File: src/rtl/terminal_pkg.sv
// Geometry and timing of the 80x40 text terminal.
// Shared by the sync generator, the text RAM and the cell renderer.
package terminal_pkg;
    localparam int H_ACTIVE = 640;
    localparam int H_TOTAL  = 800;
    localparam int V_ACTIVE = 480;
    localparam int V_TOTAL  = 525;
    localparam int COLS     = 80;
    localparam int ROWS     = 40;
    localparam int CHAR_W   = 8;
    localparam int CHAR_H   = 12;
    localparam int ADDR_W   = 12;
    localparam int POS_W    = 10;
    localparam int COL_W    = 7;
    localparam int ROW_W    = 6;
    localparam int YOFS_W   = 4;

    typedef struct packed {
        logic [ROW_W-1:0]  row;
        logic [YOFS_W-1:0] yofs;
        logic [ADDR_W-1:0] row_base;
        logic              blank;
    } line_state_t;
endpackage

File: src/rtl/cell_line_counter.sv
// Tracks text row, glyph row and the row's RAM base address for the line being fetched.
// Advances once per line at hpos H_TOTAL-4.
module cell_line_counter
    import terminal_pkg::*;
(
    input  logic              clk,
    input  logic              reset,
    input  logic [POS_W-1:0]  hpos,
    input  logic [POS_W-1:0]  vpos,
    output logic [YOFS_W-1:0] yofs,
    output logic [ROW_W-1:0]  fetch_row,
    output logic [ADDR_W-1:0] fetch_base,
    output logic              fetch_blank
);
    line_state_t cur_r;
    line_state_t nxt_s;
    logic        line_end_s;

    assign line_end_s = (hpos == POS_W'(H_TOTAL - 4));
    assign yofs       = cur_r.yofs;

    // next-line state; row_base steps by COLS so no multiplier is needed
    always_comb begin
        nxt_s = cur_r;
        if (vpos == POS_W'(V_TOTAL - 1)) begin
            nxt_s = '0;
        end else begin
            nxt_s.blank = (vpos >= POS_W'(V_ACTIVE - 1));
            if (cur_r.yofs == YOFS_W'(CHAR_H - 1)) begin
                nxt_s.yofs     = 4'd0;
                nxt_s.row      = cur_r.row + 6'd1;
                nxt_s.row_base = cur_r.row_base + ADDR_W'(COLS);
            end else begin
                nxt_s.yofs     = cur_r.yofs + 4'd1;
            end
        end
    end

    // line state register, updated at the line end
    always_ff @(posedge clk or posedge reset) begin
        if (reset) begin
            cur_r <= '0;
        end else if (line_end_s) begin
            cur_r <= nxt_s;
        end
    end

    // the column-0 fetch shares the line-end clock, so it must see the advanced values
    always_comb begin
        if (line_end_s) begin
            fetch_row   = nxt_s.row;
            fetch_base  = nxt_s.row_base;
            fetch_blank = nxt_s.blank;
        end else begin
            fetch_row   = cur_r.row;
            fetch_base  = cur_r.row_base;
            fetch_blank = cur_r.blank;
        end
    end
endmodule

File: src/rtl/text_cell_renderer.sv
// 80x40 character-cell renderer: prefetches each cell's code and glyph row, then
// shifts out one monochrome pixel per clock, with a blinking block cursor.
module text_cell_renderer
    import terminal_pkg::*;
#(
    parameter int BLINK_BIT = 4
) (
    input  logic              clk,
    input  logic              reset,
    input  logic [POS_W-1:0]  hpos,
    input  logic [POS_W-1:0]  vpos,
    input  logic              display_on,
    input  logic              cursor_en,
    input  logic [COL_W-1:0]  cursor_col,
    input  logic [ROW_W-1:0]  cursor_row,
    output logic [ADDR_W-1:0] text_addr,
    input  logic [7:0]        text_data,
    output logic [7:0]        font_char,
    output logic [YOFS_W-1:0] font_yofs,
    input  logic [7:0]        font_bits,
    output logic              pixel
);
    localparam int FW = BLINK_BIT + 1;

    logic [YOFS_W-1:0] yofs_s;
    logic [ROW_W-1:0]  fetch_row_s;
    logic [ADDR_W-1:0] fetch_base_s;
    logic              fetch_blank_s;
    logic [COL_W-1:0]  fcol_s;
    logic              fetch_ok_s;
    logic              cell_valid_r;
    logic              is_cursor_r;
    logic              inv_r;
    logic [7:0]        shreg_r;
    logic [FW-1:0]     frame_r;

    cell_line_counter u_lines (
        .clk         (clk),
        .reset       (reset),
        .hpos        (hpos),
        .vpos        (vpos),
        .yofs        (yofs_s),
        .fetch_row   (fetch_row_s),
        .fetch_base  (fetch_base_s),
        .fetch_blank (fetch_blank_s)
    );

    // fetched cell is the one whose pixels start at the next phase 0 (wraps to column 0)
    assign fcol_s     = (hpos[9:3] == COL_W'(H_TOTAL / CHAR_W - 1)) ? 7'd0 : hpos[9:3] + 7'd1;
    assign fetch_ok_s = (fcol_s < COL_W'(COLS)) && !fetch_blank_s;

    // cell pipeline: address, font lookup, glyph load and pixel shift-out
    always_ff @(posedge clk or posedge reset) begin
        if (reset) begin
            text_addr    <= '0;
            font_char    <= 8'd0;
            font_yofs    <= 4'd0;
            pixel        <= 1'b0;
            cell_valid_r <= 1'b0;
            is_cursor_r  <= 1'b0;
            inv_r        <= 1'b0;
            shreg_r      <= 8'd0;
        end else begin
            pixel   <= (shreg_r[7] ^ inv_r) & display_on;
            shreg_r <= {shreg_r[6:0], 1'b0};
            case (hpos[2:0])
                3'd4: begin
                    cell_valid_r <= fetch_ok_s;
                    is_cursor_r  <= cursor_en && (fcol_s == cursor_col) && (fetch_row_s == cursor_row);
                    if (fetch_ok_s) begin
                        text_addr <= fetch_base_s + ADDR_W'(fcol_s);
                    end
                end
                3'd6: begin
                    font_char <= text_data;
                    font_yofs <= yofs_s;
                end
                3'd7: begin
                    shreg_r <= cell_valid_r ? font_bits : 8'd0;
                    inv_r   <= is_cursor_r & frame_r[BLINK_BIT];
                end
                default: begin
                end
            endcase
        end
    end

    // free-running frame counter, ticked once per frame at the start of vblank
    always_ff @(posedge clk or posedge reset) begin
        if (reset) begin
            frame_r <= '0;
        end else if (hpos == 10'd0 && vpos == POS_W'(V_ACTIVE)) begin
            frame_r <= frame_r + FW'(1);
        end
    end
endmodule

File: config.mk
export PLATFORM = sky130hd
export DESIGN_NAME = text_cell_renderer
export DESIGN_NICKNAME = d
export VERILOG_FILES = /design/src/rtl/terminal_pkg.sv /design/src/rtl/cell_line_counter.sv /design/src/rtl/text_cell_renderer.sv
export SDC_FILE = /design/constraint.sdc
export NUM_CORES = 1
export LEC_CHECK = 0
export CAP_MARGIN = 25
export CORE_AREA = 10 10 118 93
export CTS_BUF_LIST = sky130_fd_sc_hd__clkbuf_8
export DETAILED_ROUTE_END_ITERATION = 12
export DIE_AREA = 0 0 128 103
export PLACE_DENSITY = 0.66
export SKIP_LAST_GASP = 1
export SLEW_MARGIN = 20
export SYNTH_ARGS = -nofsm -noshare
export SYNTH_HDL_FRONTEND = slang
export SYNTH_SLANG_ARGS = --single-unit
File: constraint.sdc
create_clock -name clk -period 3.2 [get_ports clk]
set_input_delay 0.32 -clock clk [delete_from_list [all_inputs] [get_ports clk]]
set_output_delay 0.32 -clock clk [all_outputs]
set_load 0.01 [all_outputs]
==> flow_metrics.tcl, run 1 <==
set metrics [dict create \
    layout-drive-gt1-share_pct 24.4 \
    peakVddDrop_mv 0.302 \
    ios 78 \
    vias 3112 \
    crit_family "compound AO/OA/AOI/OAI gates" \
    drt_iter0_drc 167 \
    synthTopCellsByCount "64 x dfrtp_1, 36 x nand2_1, 27 x nor2_1, 23 x o21ai_0, 20 x mux2_2" \
    post-route-min-period_ns 3.11 \
    ys_ff_latch 64 \
    synth_largest_area_cell "dfrtp_1" \
    via_per_inst 5.16 \
    rsz0062_at_grt "no" \
    hold_path.class "input pin to async pin" \
    cp_num_cells 13 \
    hold_viol 0 \
    port-buffer-count 77 \
    switching_share_pct 26.3 \
    place_congestion 0.899 \
    synth_flop_cell "dfrtp_1" \
    antenna_found_initial 0 \
    row_count 30 \
    rrSetupSlack_ns 0.37 \
    fp.dieW_um 128 \
    async_flop_share_pct 100 \
    timing.final.crit_share_pct 97.1 \
    power.leakage_nw 2.29 \
    seq_power_share_pct 46.7 \
    htreeDepth 3 \
    synth_area_sq_um 3560 \
    relSlewSlack_pct 47.2 \
    slowest_delay_ns 0.48 \
    clock_skew_ns 0.00625 \
    required_ns 3.43 \
    maxSlewViolCount 0 \
    clk_pin_slew_ns 0.07 \
    critPathCaptureType "flop" \
    wl_per_cell_um 16.2 \
    max_slew.worst_pin.slew_ns 0.784 \
    dieHeight_um 103 \
    synth_edf_count 0 \
    pwr-share-clk_pct 32.0 \
    yosysMostFrequentCell "dfrtp_1" \
    worstSetupPathType "input pin to flop" \
    wirelength_um 9770 \
    syn_area_per_cell_sq_um 10.0 \
    final_nets 553 \
    setup_violations 0 \
    numCtsBuffers 9 \
    multiInputGateArea_sq_um 1920 \
    drc 0 \
    grt_first_pass_wirelength_um 16400 \
    cp_num_buf_inv 3 \
    setup_slack_ns 0.0912 \
    path_cells "dlygate4sd2_1, or4b_4, or4_4, buf_6, o21ai_4, inv_2, ha_4, a21o_1, a21oi_2, o21ai_2, o41a_1, xor2_1, mux2_4" \
    seq_area_frac_synth_pct 45.0 \
    root_buffer "clkbuf_8" \
    crit_path_top_delay_cell "or4_4" \
    worstPathArrival_ns 3.34 \
    core_sq_um 8780 \
    overflow 0 \
    grt_max_degree 34 \
    synth_area_leaders "dfrtp_1 45%, mux2_2 6.3%, ha_1 4.2%, nand2_1 3.8%, xnor2_1 3.7%" \
    cts_tree "built" \
    outcome "finished clean" \
    die_area_sq_um 13200 \
    yosysTopAreaCellShare_pct 45.0 \
    ant_nets 0 \
    internal_power_mw 1.43 \
    tns_ns 0 \
    power_density_nw_per_um2 384 \
    combPwrFrac_pct 21.3 \
    synthesis.nets 422 \
    initial_utilization_pct 40.5 \
    syn_inst 356 \
    r2r_cells 11 \
    cts_max_path_buffers 2 \
    clock_sinks 64 \
    seqCellArea_sq_um 1600 \
    start_kind "input pin" \
    hpwlAfterDp_um 7720 \
    track_usage_pct 15.5 \
    max_freq_ghz 0.322 \
    synthDistinctLibCells 56 \
    ctsHoldBuffers 0 \
    syn2layout_area_growth_pct 42.4 \
    drv_cap 0 \
    firstDrtPassIters 4 \
    fin_util_pct 57.7 \
    critical_path.max_fanout 3 \
    clk_latency_ns 0.35 \
    pre_cts_slack_ns -0.608 \
    num_antenna_cells 0 \
    switchingPower_uw 512 \
    nFillCells 795 \
    ys_warn_count 0 \
    grt_pass1_vias 3246 \
]
-- final timing paths --
path | endpoint | startpoint
hold reg to reg | shreg_r[2]$_DFF_PP0_ | shreg_r[1]$_DFF_PP0_
setup reg to reg | text_addr[7]$_DFFE_PP0P_ | u_lines.yofs[0]$_DFFE_PP0N_
hold / removal | u_lines.cur_r[20]$_DFFE_PP0N_ | reset
max in group asynchronous | u_lines.cur_r[4]$_DFFE_PP0N_ | reset
min in group clk | shreg_r[2]$_DFF_PP0_ | shreg_r[1]$_DFF_PP0_
setup / recovery | text_addr[7]$_DFFE_PP0P_ | vpos[9]
-- layout make-up --
type / instances / area share [%]
Clock inverter: 4 / 0.420
Inverter: 11 / 0.815
Timing Repair Buffer: 133 / 23.6
Multi-Input combinational cell: 268 / 37.8
Tap cell: 112 / 2.77
Sequential cell: 64 / 31.6
Clock buffer: 11 / 2.99
-- metal layers --
metal | vias up | track usage [%] | wire, um
met5 | - | 0 | 0
met4 | 0 | 4.32 | 107
met3 | 12 | 4.52 | 512
met2 | 75 | 25.8 | 4740
met1 | 1479 | 19.4 | 4410
li1 | 1546 | - | -
-- cells by family (layout without fill, tap and decap cells) --
kind of cell / Yosys count / after routing / share of synthesized area (%)
and+or+nand+nor: 132 / 132 / 19.9
AOI/OAI and AO/OA: 72 / 72 / 13.2
DFF: 64 / 64 / 45.0
xor gates and xnor gates: 28 / 28 / 6.89
buffers and inverters: 24 / 159 / 2.99
muxes: 23 / 23 / 7.17
adders and majority gates: 13 / 13 / 4.78
-- through the flow --
step	hold slack (ns)	cell area [sq um]	cells	total power, mW
6_report	0.432	5070	603	1.94
5_1_grt	0.470	5070	603	2.05
4_1_cts	0.451	5040	601	1.97
3_5_place_dp	0.437	4860	584	1.35
3_3_place_gp	0.434	4860	584	1.34
2_1_floorplan	0.426	3600	356	1.09
-- worst register-to-register path, stage by stage, from the launching register on --
cell	delay, ns
dfrtp_1	0.41
ha_1	0.21
and3b_1	0.24
nand4_2	0.20
xor2_1	0.24
nor2_1	0.07
ha_1	0.32
nand2_1	0.09
o21ai_2	0.06
o41a_1	0.43
xor2_1	0.16
mux2_4	0.26
-- power by group through the flow --
stage | Sequential, mW | Combinational (mW) | Clock (mW)
final | 0.909 | 0.414 | 0.623
after global routing | 0.918 | 0.451 | 0.682
after CTS | 0.909 | 0.420 | 0.646
after detailed placement | 0.925 | 0.421 | 0
after global placement | 0.922 | 0.414 | 0
after floorplan | 0.942 | 0.148 | 0
-- flip-flops by register name, indices dropped and copies added (netlist names), 4 cells and up --
signal and flops:
u_lines.yofs 4, font_char 8, shreg_r 8, text_addr 12, u_lines.cur_r 19, frame_r 5
font_yofs 4
-- layout by cell type, fill, tap and decap left out, drive strengths merged, types with 2 or more instances in the layout --
master and instances:
a21oi 19, clkdlybuf4s50 70, or3 9, inv 12, nor2 27, clkinv 2, and2 2, a221oi 2
a31oi 4, nor4b 2, nor4 4, nand4 7, xor2 13, nand2 36, clkbuf 16, nor2b 7
mux2 20, nand2b 3, nand4b 2, mux2i 3, ha 12, dfrtp 64, nor3 6, buf 56
a21o 3, o31ai 7, o21ai 23, and3 5, or4 3, xnor2 15, o21bai 2, nand3 13
a22o 3, o31a 2
-- repair_timing --
action	in CTS	in global routing
gates resized for setup	10	17
endpoints found under the setup margin	6	5
pin swaps	11	10
setup buffers	2	2
Power figures use the tool's default switching activity.
==> run 2, diff against run 1 <==
--- a/config.mk
+++ b/config.mk
@@ -7,7 +7,7 @@
 export LEC_CHECK = 0
 export CAP_MARGIN = 25
 export CORE_AREA = 10 10 118 93
-export CTS_BUF_LIST = sky130_fd_sc_hd__clkbuf_8
+export CTS_BUF_LIST = sky130_fd_sc_hd__clkbuf_8 sky130_fd_sc_hd__clkbuf_16
 export DETAILED_ROUTE_END_ITERATION = 12
 export DIE_AREA = 0 0 128 103
 export PLACE_DENSITY = 0.66
==> run 2 against run 1 <==
- flip-flop and latch count did not move
- clock power up 45%
- non-clock buffer count increased by 1
- die area is the same
- hold slack better by 0.015 ns
- final cell count rose by 0.17%
- combinational power is essentially flat
- setup slack lost 0.0020 ns
- clock-buffer cell count unchanged
- utilization is 1.3 points higher
==> flow_metrics.tcl, run 2 (synthesis gave the netlist of run 1 again) <==
set metrics [dict create \
    root_buffer "clkbuf_16" \
    critical_path.max_fanout 3 \
    regMostFlops "u_lines.cur_r" \
    drc 0 \
    fp.dieW_um 128 \
    overflow 0 \
    drv_cap 0 \
    timing.final.crit_share_pct 97.2 \
    numCtsBuffers 9 \
    clock_skew_ns 0.00556 \
    htreeDepth 3 \
    place_congestion 0.899 \
    port-buffer-count 77 \
    via_per_inst 5.13 \
    wl_per_cell_um 16.5 \
    grt_first_pass_wirelength_um 16600 \
    worstSetupPathType "input pin to flop" \
    power_density_nw_per_um2 430 \
    die_area_sq_um 13200 \
    top_regs "u_lines.cur_r: 19 flops, text_addr: 12 flops" \
    vias 3096 \
    grt_max_degree 34 \
    hold_viol 0 \
    ant_nets 0 \
    row_count 30 \
    outcome "finished clean" \
    antenna_found_initial 0 \
    ios 78 \
    maxSlewViolCount 0 \
    firstDrtPassIters 4 \
    switching_share_pct 24.7 \
    initial_utilization_pct 40.5 \
    pwr-share-clk_pct 40.5 \
    seq_power_share_pct 40.8 \
    layout-drive-gt1-share_pct 24.8 \
    clock_sinks 64 \
    critPathCaptureType "flop" \
    cts_tree "built" \
    start_kind "input pin" \
    finalPower_mw 2.23 \
    worstPathArrival_ns 3.32 \
    clk_latency_ns 0.33 \
    largest_reg_flops 19 \
    max_slew.worst_pin.slew_ns 0.803 \
    combPwrFrac_pct 18.7 \
    setup_violations 0 \
    num_antenna_cells 0 \
    cts_max_path_buffers 2 \
    clk_pin_slew_ns 0.05 \
    hold_path.class "flop to flop" \
    final_cell_mix "69 x clkdlybuf4s50_1, 64 x dfrtp_1, 54 x buf_4" \
    max_freq_ghz 0.321 \
    drt_iter0_drc 196 \
    track_usage_pct 15.8 \
    dieHeight_um 103 \
    power.leakage_nw 2.35 \
    switchingPower_uw 551 \
    internal_power_mw 1.68 \
    post-route-min-period_ns 3.11 \
    required_ns 3.41 \
    fin_util_pct 59.0 \
    relSlewSlack_pct 46.0 \
    peakVddDrop_mv 0.291 \
    grt_pass1_vias 3267 \
    syn2layout_area_growth_pct 45.6 \
    final_nets 554 \
    core_sq_um 8780 \
    wirelength_um 9980 \
    layout_commonest_cell "clkdlybuf4s50_1" \
    hpwlAfterDp_um 7720 \
]
==> run 2: cell types whose count changed in the layout (fill, tap and decap cells not counted), sizes merged <==
cell / delta
dlygate4sd2: -1
dlymetal6s2s: +1
buf: +1
clkdlybuf4s50: -1
clkdlybuf4s15: +1
==> run 2: final cells by class <==
| class | count | area [sq um] |
|---|---|---|
| Timing Repair Buffer | 134 | 1200 |
| Tap cell | 112 | 140 |
| Clock inverter | 4 | 21.3 |
| Inverter | 11 | 41.3 |
| Sequential cell | 64 | 1600 |
| Clock buffer | 11 | 253 |
| Fill cell | 778 | 3600 |
| Multi-Input combinational cell | 268 | 1920 |
==> run 2: power groups by stage <==
stage	Combinational, mW	Sequential (mW)	Clock, mW
global route	0.453	0.919	0.962
global placement	0.414	0.922	0
finish	0.416	0.910	0.903
detailed placement	0.421	0.925	0
CTS	0.420	0.911	0.925
floorplan	0.148	0.942	0
==> run 2: what timing repair did <==
item                       CTS  global route
pin swaps                   11            11
buffers inserted             2             3
gates resized for setup     10            20
setup endpoints to repair    6             5
hold buffers                 0             0
==> run 2: worst paths after layout <==
kind                                                  start                      endpoint  slack (ns)  cells after the start
worst max register to register  u_lines.yofs[0]$_DFFE_PP0N_      text_addr[7]$_DFFE_PP0P_        0.34                     11
max in group asynchronous                             reset  u_lines.cur_r[4]$_DFFE_PP0N_        2.11                      3
worst max-delay path                                vpos[3]      text_addr[7]$_DFFE_PP0P_        0.09                     13
worst min register to register         shreg_r[1]$_DFF_PP0_          shreg_r[2]$_DFF_PP0_        0.45                      2
worst min-delay path                   shreg_r[1]$_DFF_PP0_          shreg_r[2]$_DFF_PP0_        0.45                      2
min in group asynchronous                             reset          shreg_r[4]$_DFF_PP0_        0.46                      2
==> run 2: stage by stage <==
stage / setup WS, ns / hold WS, ns / instance area, sq um / std cells / TNS, ns
after global routing: -0.00463 / 0.464 / 5180 / 604 / -0.00487
after global placement: -0.555 / 0.434 / 4860 / 584 / -3.09
after detailed placement: -0.608 / 0.437 / 4860 / 584 / -3.64
after floorplan: -0.0522 / 0.426 / 3600 / 356 / -0.0522
final: 0.0893 / 0.447 / 5180 / 604 / 0
after CTS: 0.00539 / 0.449 / 5140 / 601 / 0
==> run 2: worst max-delay path, cell delays in order <==
cell             delay [ns]
clkdlybuf4s50_1        0.49
nand2_2                0.07
or4_4                  0.57
buf_6                  0.15
o21ai_4                0.13
inv_2                  0.06
ha_4                   0.22
a21o_1                 0.18
a21oi_2                0.18
o21ai_2                0.09
o41a_1                 0.43
xor2_1                 0.16
mux2_4                 0.27
==> run 2: routing by layer <==
layer  GRT usage (%)  wire (um)  vias up
li1                -          -     1538
met1            19.6       4490     1488
met2            26.0       4860       60
met3            4.52        512       10
met4            5.01        113        0
met5               0          0        -
==> run 3, diff against run 2 <==
==> constraint.sdc (replaced) <==
create_clock -name clk -period 3.9 [get_ports clk]
set_input_delay 0.39 -clock clk [delete_from_list [all_inputs] [get_ports clk]]
set_output_delay 0.39 -clock clk [all_outputs]
set_load 0.01 [all_outputs]
==> run 3 against run 2 <==
- via count fell by 2.7%
- power fell by 12%
- clock-buffer cell count fell by 2
- die area did not move
- hold slack got worse by 0.024 ns
- setup slack improved by 0.13 ns
- final cell count fell by 5.0%
- first-iteration DRC count fell by 17%
- clock power fell by 2.7%
- global-route usage fell by 1.5 points
==> flow_metrics.tcl, run 3 (synthesis gave the netlist of run 1 again) <==
set metrics [dict create \
    cts_max_path_buffers 2 \
    syn2layout_area_growth_pct 38.6 \
    drt_iter0_drc 162 \
    relSlewSlack_pct 43.1 \
    whs_ns 0.422 \
    dieHeight_um 103 \
    grt_max_degree 28 \
    track_usage_pct 14.2 \
    numCtsBuffers 9 \
    setup_slack_ns 0.224 \
    worstSetupPathType "input pin to flop" \
    num_antenna_cells 0 \
    r2r_end "text_addr[11]$_DFFE_PP0P_" \
    wl_per_cell_um 15.9 \
    ios 78 \
    clk_pin_slew_ns 0.06 \
    via_per_inst 5.25 \
    core_sq_um 8780 \
    slowest_delay_ns 0.67 \
    port-buffer-count 77 \
    place_congestion 0.793 \
    wirelength_um 9130 \
    antenna_found_initial 0 \
    maxSlewViolCount 0 \
    largest_reg_flops 19 \
    grt_util_met2_pct 22.2 \
    worstPathArrival_ns 3.90 \
    crit_path_top_delay_cell "or4b_2" \
    use_met3_pct 4.11 \
    row_count 30 \
    layout-drive-gt1-share_pct 16.7 \
    drc 0 \
    grt_pass1_vias 2994 \
    peakVddDrop_mv 0.208 \
    grt.busiest_layer "met2" \
    nFillCells 791 \
    initial_utilization_pct 40.5 \
    htreeDepth 3 \
    max_freq_ghz 0.272 \
    outcome "finished clean" \
    final_nets 523 \
    setup_violations 0 \
    top_regs "u_lines.cur_r: 19 flops, text_addr: 12 flops" \
    critPathCaptureType "flop" \
    fp.dieW_um 128 \
    ctsHoldBuffers 0 \
    hold_path.class "input pin to async pin" \
    path_cells "clkdlybuf4s50_1, or4b_2, or4_4, o21ai_1, inv_1, ha_1, a21o_1, a21oi_1, o21ai_0, o41a_1, xor2_1, mux2_2" \
    clock_skew_ns 0.00828 \
    overflow 0 \
    firstDrtPassIters 5 \
    hpwlAfterDp_um 7130 \
    die_area_sq_um 13200 \
    r2r_cells 12 \
    clk_latency_ns 0.34 \
    timing.final.crit_share_pct 94.3 \
    power.leakage_nw 2.19 \
    hold_viol 0 \
    rsz0062_at_grt "no" \
    max_slew.worst_pin.slew_ns 0.845 \
    clock_sinks 64 \
    final_cell_mix "77 x clkdlybuf4s50_1, 64 x dfrtp_1, 36 x nand2_1" \
    power_density_nw_per_um2 396 \
    grt_util_met1_pct 18.6 \
    start_kind "input pin" \
    cts_tree "built" \
    critical_path.max_fanout 4 \
    rrSetupSlack_ns 0.81 \
    layout_commonest_cell "clkdlybuf4s50_1" \
    r2r-start "u_lines.yofs[0]$_DFFE_PP0N_" \
    required_ns 4.12 \
    grt_first_pass_wirelength_um 15100 \
    ant_nets 0 \
    pre_cts_slack_ns -0.187 \
    root_buffer "clkbuf_16" \
    post-route-min-period_ns 3.68 \
    regMostFlops "u_lines.cur_r" \
    vias 3012 \
    drv_cap 0 \
]
## run 3: per-layer routing
| layer | wire, um | vias to the layer above | part of all wire (%) |
|---|---|---|---|
| met5 | 0 | - | 0 |
| met4 | 123 | 0 | 1.3 |
| met3 | 525 | 12 | 5.7 |
| met2 | 4230 | 78 | 46 |
| met1 | 4260 | 1439 | 47 |
| li1 | - | 1483 | - |
## run 3: critical path, delay by kind of cell
| kind | cells | cell delay [ns] |
|---|---|---|
| buffers and inverters | 2 | 0.50 |
| adder cells (fa/ha/maj) | 1 | 0.29 |
| AO/OA/AOI/OAI | 5 | 1.12 |
| XOR/XNOR | 1 | 0.19 |
| multiplexers | 1 | 0.27 |
| AND/OR/NAND/NOR | 2 | 1.14 |
## run 3: metrics by stage
stage	cells	util [%]	setup TNS (ns)	power (mW)	area, sq um
after global placement	558	52.4	-0.323	1.08	4600
after detailed placement	558	52.4	-0.777	1.09	4600
after CTS	574	56.1	0	1.97	4930
after global routing	574	56.2	0	2.04	4930
after floorplan	356	-	0	0.894	3560
final	574	56.2	0	1.95	4930
## run 3: area by class of cell
| type | count | area, sq um | share of cell area (%) |
|---|---|---|---|
| clock inverters | 7 | 103 | 2.08 |
| flip-flops and latches | 64 | 1600 | 32.5 |
| well taps | 112 | 140 | 2.84 |
| repair buffers | 103 | 966 | 19.6 |
| inverters | 11 | 41.3 | 0.837 |
| multi-input cells | 268 | 1860 | 37.6 |
| clock buffers | 9 | 225 | 4.57 |
## run 3: power by group
group | internal, mW | switching, mW
clock | 0.566 | 0.313
combinational | 0.194 | 0.133
sequential | 0.717 | 0.0289
## run 3: timing repair
action	CTS	global route
setup endpoints to repair	0	5
buffers inserted	0	0
gates resized for setup	0	4
## run 3: worst max path at each step
| stage | slack, ns | end | cells past startpoint | start |
|---|---|---|---|---|
| 6_report | 0.22 | text_addr[7]$_DFFE_PP0P_ | 12 | vpos[5] |
| 3_3_place_gp | -0.11 | text_addr[7]$_DFFE_PP0P_ | 12 | vpos[5] |
| 4_1_cts | 0.12 | text_addr[7]$_DFFE_PP0P_ | 12 | vpos[5] |
| 2_1_floorplan | 0.33 | text_addr[7]$_DFFE_PP0P_ | 11 | vpos[5] |
| 5_1_grt | 0.03 | text_addr[10]$_DFFE_PP0P_ | 13 | vpos[5] |
| 3_5_place_dp | -0.19 | text_addr[7]$_DFFE_PP0P_ | 12 | vpos[5] |
